<file path="src/rtl/darkriscv_pkg.sv">
// Shared fetch-stage types and constants: default reset PC, the NOP filler word,
// the fetch FSM state and the {pc, insn} entry held by the prefetch queue.
package darkriscv_pkg;

  localparam logic [31:0] NOP_INSN     = 32'h00000013;
  localparam logic [31:0] DEF_RESET_PC = 32'h00000000;

  typedef enum logic {
    BOOT,
    RUN
  } fsm_state_t;

  typedef struct packed {
    logic [31:0] pc;
    logic [31:0] insn;
  } fetch_entry_t;

  function automatic logic [31:0] word_align(input logic [31:0] addr);
    return {addr[31:2], 2'b00};
  endfunction

endpackage

</file>
<file path="src/rtl/ifetch_fifo.sv">
// Prefetch queue of fetch entries with synchronous reset.
// Push and pop in one cycle are both honoured; clear beats push and pop.
module ifetch_fifo
  import darkriscv_pkg::*;
#(
  parameter int unsigned DEPTH = 2
) (
  input  logic                     i_clk,
  input  logic                     i_rst,
  input  logic                     i_push,
  input  logic                     i_pop,
  input  logic                     i_clear,
  input  fetch_entry_t             i_din,
  output fetch_entry_t             o_head,
  output logic [$clog2(DEPTH):0]   o_count,
  output logic                     o_full,
  output logic                     o_empty
);

  localparam int unsigned AW = $clog2(DEPTH);
  localparam logic [AW:0] FULL_CNT = (AW + 1)'(DEPTH);

  fetch_entry_t  r_mem [DEPTH];
  logic [AW-1:0] r_wptr;
  logic [AW-1:0] r_rptr;
  logic [AW:0]   r_count;
  logic          w_push;
  logic          w_pop;

  assign o_full  = (r_count == FULL_CNT);
  assign o_empty = (r_count == '0);
  assign o_count = r_count;
  assign o_head  = r_mem[r_rptr];

  // A push into a full queue is only legal when the head leaves in the same cycle.
  assign w_push = i_push && (!o_full || i_pop);
  assign w_pop  = i_pop && !o_empty;

  always_ff @(posedge i_clk) begin
    if (i_rst || i_clear) begin
      r_wptr  <= '0;
      r_rptr  <= '0;
      r_count <= '0;
    end else begin
      if (w_push) begin
        r_mem[r_wptr] <= i_din;
        r_wptr        <= r_wptr + 1'b1;
      end
      if (w_pop) begin
        r_rptr <= r_rptr + 1'b1;
      end
      case ({w_push, w_pop})
        2'b10:   r_count <= r_count + 1'b1;
        2'b01:   r_count <= r_count - 1'b1;
        default: r_count <= r_count;
      endcase
    end
  end

endmodule

</file>
<file path="src/rtl/ifetch_q.sv">
// Instruction fetch stage: sequential PC generation, bus requests and a prefetch queue
// feeding decode. Define IFETCH_BYPASS_EN to forward IDIN straight to decode when empty.
module ifetch_q
  import darkriscv_pkg::*;
#(
  parameter logic [31:0] RESET_PC = DEF_RESET_PC,
  parameter int unsigned DEPTH    = 2,
  parameter logic [31:0] NOP      = NOP_INSN
) (
  input  logic        CLK,
  input  logic        RES,
  input  logic        HLT,
  input  logic        JREQ,
  input  logic [31:0] JVAL,
  output logic        IREQ,
  output logic [31:0] IADDR,
  input  logic        IACK,
  input  logic [31:0] IDIN,
  output logic        IVALID,
  output logic [31:0] IDATA,
  output logic [31:0] IPC
);

  fsm_state_t             r_state;
  logic [31:0]            r_pc;
  logic [31:0]            r_ipc_last;

  fetch_entry_t           w_head;
  fetch_entry_t           w_din;
  logic [$clog2(DEPTH):0] w_count;
  logic                   w_full;
  logic                   w_empty;
  logic                   w_qpop;
  logic                   w_acc;
  logic                   w_byp;
  logic                   w_push;

  // Queue-only pop term; keeps IREQ independent of the bypass path (no comb loop).
  assign w_qpop = !w_empty && !HLT && !JREQ;
  assign IREQ   = (r_state == RUN) && (!w_full || w_qpop);
  assign IADDR  = r_pc;
  assign w_acc  = IREQ && IACK && !JREQ;

`ifdef IFETCH_BYPASS_EN
  assign w_byp = w_empty && w_acc;
`else
  assign w_byp = 1'b0;
`endif

  // A bypassed word consumed by decode this cycle never enters the queue.
  assign w_push = w_acc && !(w_byp && !HLT);
  assign w_din  = '{pc: r_pc, insn: IDIN};

  ifetch_fifo #(
    .DEPTH (DEPTH)
  ) u_fifo (
    .i_clk   (CLK),
    .i_rst   (RES),
    .i_push  (w_push),
    .i_pop   (w_qpop),
    .i_clear (JREQ),
    .i_din   (w_din),
    .o_head  (w_head),
    .o_count (w_count),
    .o_full  (w_full),
    .o_empty (w_empty)
  );

  always_comb begin
    IVALID = (w_count != '0);
    IDATA  = w_head.insn;
    IPC    = w_head.pc;
    if (w_count == '0) begin
      if (w_byp) begin
        IVALID = 1'b1;
        IDATA  = IDIN;
        IPC    = r_pc;
      end else begin
        IDATA  = NOP;
        IPC    = r_ipc_last;
      end
    end
  end

  always_ff @(posedge CLK) begin
    if (RES) begin
      r_state    <= BOOT;
      r_pc       <= RESET_PC;
      r_ipc_last <= RESET_PC;
    end else begin
      case (r_state)
        BOOT:    r_state <= RUN;
        default: r_state <= RUN;
      endcase
      if (JREQ) begin
        r_pc <= word_align(JVAL);
      end else if (w_acc) begin
        r_pc <= r_pc + 32'd4;
      end
      if (IVALID) begin
        r_ipc_last <= IPC;
      end
    end
  end

endmodule

</file>
<file path="config.mk">
export PLATFORM = sky130hd
export DESIGN_NAME = ifetch_q
export DESIGN_NICKNAME = d
export VERILOG_FILES = /design/src/rtl/darkriscv_pkg.sv /design/src/rtl/ifetch_fifo.sv /design/src/rtl/ifetch_q.sv
export SDC_FILE = /design/constraint.sdc
export NUM_CORES = 1
export LEC_CHECK = 0
export CORE_MARGIN = 2
export CORE_UTILIZATION = 52
export CTS_BUF_LIST = sky130_fd_sc_hd__clkbuf_4
export DETAILED_ROUTE_END_ITERATION = 10
export PLACE_DENSITY = 0.93
export SLEW_MARGIN = 25
export SYNTH_ARGS = -nofsm -noshare
export SYNTH_HDL_FRONTEND = slang
export SYNTH_SLANG_ARGS = --single-unit
</file>
<file path="constraint.sdc">
create_clock -name CLK -period 6.43 [get_ports CLK]
set_input_delay 0.643 -clock CLK [delete_from_list [all_inputs] [get_ports CLK]]
set_output_delay 0.643 -clock CLK [all_outputs]
set_load 0.02 [all_outputs]
</file>
=== After elaboration in Yosys (flattened, before gate mapping) ===
Memory sizes are Yosys's and may differ from the RTL's. A register that Yosys moved wholly into a read port is not among the register bits.
Index checks and enable logic that the tools add are counted.

* Eq/ne operators: 3
* $add $sub $neg: 5
* Reductions and logical operators: 18
* Muxes and demuxes: 11

{| class="wikitable"
|+ Operator list
! cell !! number
|-
| $mux W32 || 4
|-
| $add A32 B3 Y32 const B || 1
|-
| $logic_and A1 B1 Y1 || 7
|-
| $mux W1 || 6
|-
| $reduce_bool A2 Y1 || 3
|-
| $eq A2 B2 Y1 const B || 2
|-
| $logic_not A1 Y1 || 4
|-
| $pmux W2 S2 || 1
|-
| $add A1 B1 Y1 const B || 2
|-
| $add A2 B1 Y2 const B || 1
|-
| $eq A2 B1 Y1 const B || 1
|-
| $logic_not A2 Y1 || 1
|-
| $logic_or A1 B1 Y1 || 2
|-
| $reduce_or A2 Y1 || 1
|-
| $sub A2 B1 Y2 const B || 1
|}

* Output and inout port bits: 98
* Input port bits: 69
* RAM bits: 128
* Flip-flop bits (word level): 69
* Memories: 1
* Logic and storage cells: 45

{| class="wikitable"
|+ Memory list
! name !! words !! bits a word !! rd ports !! clocked after Yosys merged registers in !! wr ports !! line !! RTL
|-
| u_fifo.r_mem || 2 || 64 || 1 || 1 || 1 || ifetch_fifo.sv:23 || <nowiki>fetch_entry_t r_mem [DEPTH];</nowiki>
|}

=== Depth between registers and ports, before layout ===
* Word-level depth: 12
* Mapped depth: 9

=== By module ===
From an unflattened synthesis, not the netlist that was laid out.

* Cells, all modules: 576
* Area, all modules: 8085.3 um^2

{| class="wikitable"
|+ Modules (own cells, without submodules)
! module !! area an instance (um^2) !! sequential area each (um^2) !! instances !! cells each
|-
| ifetch_fifo || 4838.4 || 3943.8 || 1 || 225
|-
| ifetch_q || 3246.9 || 1261.2 || 1 || 351
|}

=== Worst setup path before layout ===
No wires, ideal clock.

* Path kind: input to register
* Start point: input JREQ
* End point: memory u_fifo.r_mem[0][0] in the netlist's numbering (enable)
* Required time: 5.948 ns
* Cell stages on the path: 6
* Data arrival time: 4.254 ns
* Slack: 1.693 ns
* Setup time: 0.482 ns
* Path through: buf_2 or2_2 a21oi_2 buf_4 nand2_1 nor2_1

* Cells in the longest elaborated chain, start to end: 10

{| class="wikitable"
|+ Ends and longest elaborated chain
! what !! line !! RTL
|-
| from (decl) || ifetch_q.sv:13 || <nowiki>input logic JREQ,</nowiki>
|-
| $logic_not A1 Y1 || ifetch_q.sv:39, ifetch_q.sv:42 ||
|-
| $logic_and A1 B1 Y1 || ifetch_q.sv:39 || <nowiki>assign w_qpop = !w_empty && !HLT && !JREQ;</nowiki>
|-
| $logic_or A1 B1 Y1 || ifetch_fifo.sv:36, ifetch_q.sv:40 ||
|-
| $logic_and A1 B1 Y1 || ifetch_q.sv:40 || <nowiki>assign IREQ = (r_state == RUN) && (!w_full || w_qpop);</nowiki>
|-
| $logic_and A1 B1 Y1 (2 in series) || ifetch_q.sv:42 || <nowiki>assign w_acc = IREQ && IACK && !JREQ;</nowiki>
|-
| $logic_and A1 B1 Y1 || ifetch_fifo.sv:36 || <nowiki>assign w_push = i_push && (!o_full || i_pop);</nowiki>
|-
| $mux W1 || ifetch_fifo.sv:45 || <nowiki>if (w_push) begin</nowiki>
|-
| $mux W1 (*) || ifetch_fifo.sv:40 || <nowiki>if (i_rst || i_clear) begin</nowiki>
|-
| $mux W1 (implied by the code) (*) || ifetch_fifo.sv:46 || <nowiki>r_mem[r_wptr] <= i_din;</nowiki>
|-
| to (decl) || ifetch_fifo.sv:23 ||
|}

Mark *: on every way between the ends. The rest lies on a longest branch, timed or not.

=== Worst setup path in the final report ===
* Start point: input JREQ
* End point: memory u_fifo.r_mem[0][43] in the netlist's numbering (enable)

Same word-level chain as after synthesis.

==> results.py <==
metrics = {
    "layout": {
        "seq_area_um2": 5090,
        "n_antenna_cell": 0,
        "multiInputGateArea_um2": 2450,
        "nFillCells": 1015,
        "area_delta_synth_final_pct": 27.1,
        "final_nets": 829,
        "final_core_util_pct": 67.5,
        "final_cells": 955,
        "drive_above_1_share_pct": 6.74,
    },
    "clock_tree": {
        "cts_root_buf": "clkbuf_4",
        "cts_resized": 0,
        "cts_tree": "built",
        "cts_buffers": 17,
        "h-tree-depth": 4,
        "clock-sinks": 192,
        "path_clk_slew_ps": 130,
        "clock_latency_ps": 560,
        "hold_buffers": 0,
        "post-cts-setup-buffers": 0,
        "clk_path_buf_depth": 2,
    },
    "worst_setup_path": {
        "reg2reg_to": "u_fifo.r_mem[0][43]",
        "critical_path.startpoint": "JREQ",
        "r2r_slack_ps": 2970,
        "cp_slowest_cell": "nor2_4",
        "cp.depth": 6,
        "critPathLaunchType": "primary input",
        "cp.arrival_ps": 4160,
        "critPathKind": "in -> reg",
        "path_max_fanout": 33,
        "crit_path_max_incr_delay_ps": 770,
        "path_buf_inv": 2,
        "rr_startpoint": "u_fifo.o_count[0]",
        "crit_path_end": "u_fifo.r_mem[0][43]",
        "required_ps": 6650,
        "worst_path_dominant_cell_family": "simple AND/OR/NAND/NOR gates",
        "cp_cell_sequence": "clkdlybuf4s50_1, or2_2, a21oi_2, nand2_1, nor2_4, buf_4",
        "r2r_cells": 5,
        "endpoint_kind": "flip-flop",
    },
    "synth": {
        "async_flop_share_pct": 0,
        "yosysMostFrequentCell": "edfxtp_1",
        "synth_top_cell_area_share_pct": 48.4,
        "synth-main-ff-cell": "edfxtp_1",
        "ys_ff_latch": 192,
        "synth_area_um2": 7690,
        "yosysWarnings": 0,
        "synth-edff-count": 124,
        "synth_area_leaders": "edfxtp_1 (48%), dfxtp_1 (18%), mux2i_1 (8.2%)",
        "synth.avg_cell_area_um2": 12.7,
        "synth_common_cells": "edfxtp_1 (124), dfxtp_1 (68), mux2i_1 (63)",
        "ys_types": 43,
        "synthCells": 605,
        "yosysSeqAreaShare_pct": 66.1,
        "yosys.area.top_type": "edfxtp_1",
    },
    "outcome": {
        "status": "finished clean",
    },
    "die": {
        "num_rows": 44,
        "die-height_um": 126,
        "ios": 167,
        "dieWidth_um": 126,
        "dieArea_um2": 15800,
        "initial_core_util_pct": 53.1,
        "core-area_um2": 14500,
    },
    "global_route": {
        "grt_pass1_wl_mm": 26.7,
        "grt_max_degree": 69,
        "grt_use_total_pct": 21.6,
        "overflow": 0,
        "grt_pass1_vias": 5195,
        "grt_antenna_before_repair": 0,
    },
    "routing": {
        "firstDrtPassIters": 5,
        "num_vias": 5298,
        "finalWirelength_mm": 16.9,
        "remaining_drc_errors": 0,
        "postRouteAntennaNets": 0,
        "avgRoutedWirePerCell_um": 17.6,
        "drtIter0Drc": 412,
        "via_per_inst": 5.55,
    },
    "min_path": {
        "min_path_cells": 1,
        "hold_class": "reg -> reg",
    },
    "power": {
        "vdd_drop_max_mv": 0.111,
        "p_per_area_nw_per_um2": 229,
        "switching_share_pct": 22.9,
        "clkPwrFrac_pct": 29.8,
        "p_leak_nw": 3.21,
        "switching_power_mw": 0.512,
        "p_int_mw": 1.72,
        "power_frac_comb_pct": 8.9,
        "seq_power_share_pct": 61.3,
        "power_mw": 2.23,
    },
    "placement": {
        "io_buffers": 162,
        "gp_congestion": 0.842,
        "dp_hpwl_mm": 11.4,
        "dp.cells": 922,
    },
    "sta": {
        "finalHoldViolCount": 0,
        "tightest_slew_ps": 957,
        "fin_setup_tns_ps": 0,
        "timing.final.crit_share_pct": 61.4,
        "fmax_ghz": 0.253,
        "setup_viol": 0,
        "slew_headroom_pct": 36.2,
        "period_needed_ps": 3950,
        "slew_viol_final": 0,
        "rsz0062_at_grt": "false",
        "clock_skew_ps": 18.9,
    },
    "job": {
        "maxCapViolCount": 0,
    },
}
-- worst reg2reg max path, delay by kind of cell (launching register included) --
family                 cells  cell delay [ps]
AO/OA/AOI/OAI              1              610
buffers and inverters      1              550
AND/OR/NAND/NOR            3             1440
flip-flops                 1              490
-- stage by stage --
stage	setup WS, ps	instance area [um^2]	hold WS, ps
after CTS	2550	9750	487
after global placement	2060	9450	458
after floorplan	1690	7690	444
after detailed placement	1950	9450	463
after global routing	2270	9770	503
final	2480	9770	489
-- routing by layer --
| layer | vias to the layer above | track usage [%] | routed length (um) |
|---|---|---|---|
| met3 | 24 | 4.41 | 1190 |
| met4 | 0 | 8.17 | 289 |
| met1 | 2541 | 28.8 | 7120 |
| met5 | - | 0 | 0 |
| li1 | 2504 | - | - |
| met2 | 229 | 35.1 | 8260 |
-- sequential cells by signal (all words and copies together) (netlist names), named ones only --
signal,cells
IADDR,30
r_ipc_last,32
r_state,1
u_fifo.o_count,2
u_fifo.r_mem,124
u_fifo.r_rptr,1
u_fifo.r_wptr,1
-- cells by family after synthesis --
kind of cell | after synthesis | share of synthesized area, %
xor+xnor | 31 | 3.53
mux | 63 | 8.20
simple gates | 199 | 13.2
other cells | 1 | 0.0488
flops | 192 | 66.1
buf+inv | 40 | 2.21
compound gates | 77 | 6.33
fa+ha+maj | 2 | 0.325
-- worst min path at each step --
stage | start | endpoint | slack (ps)
finish | r_ipc_last[1] | r_ipc_last[1] | 490
global route | r_ipc_last[1] | r_ipc_last[1] | 500
CTS | r_ipc_last[1] | r_ipc_last[1] | 490
detailed placement | r_ipc_last[1] | r_ipc_last[1] | 460
global placement | r_ipc_last[1] | r_ipc_last[1] | 460
floorplan | r_ipc_last[0] | r_ipc_last[0] | 440
-- cell type report --
cell class	instances	share of cell area [%]
inverter	5	0.192
multi-input combinational	374	25.1
clock buffer	21	1.61
sequential	192	52.1
tap	184	2.36
clock inverter	11	1.46
timing repair buffer	168	17.2
-- power by group through the flow --
stage	sequential (mW)	clock, mW	combinational, mW
after floorplan	1.40	0	0.0795
after global placement	1.40	0	0.192
after detailed placement	1.40	0	0.197
after CTS	1.37	0.676	0.199
after global routing	1.37	0.725	0.213
final	1.37	0.665	0.199
-- cells in the final DEF (no fill, tap or decap), drive strengths merged, types with 16 or more instances in the layout --
master           n
edfxtp         124
nor2            57
o21ai           33
a211oi          16
clkdlybuf4s50  162
mux2i           63
dfxtp           68
and2            40
xor2            22
nand4           16
nand2           48
clkbuf          21
Power figures use the tool's default switching activity.
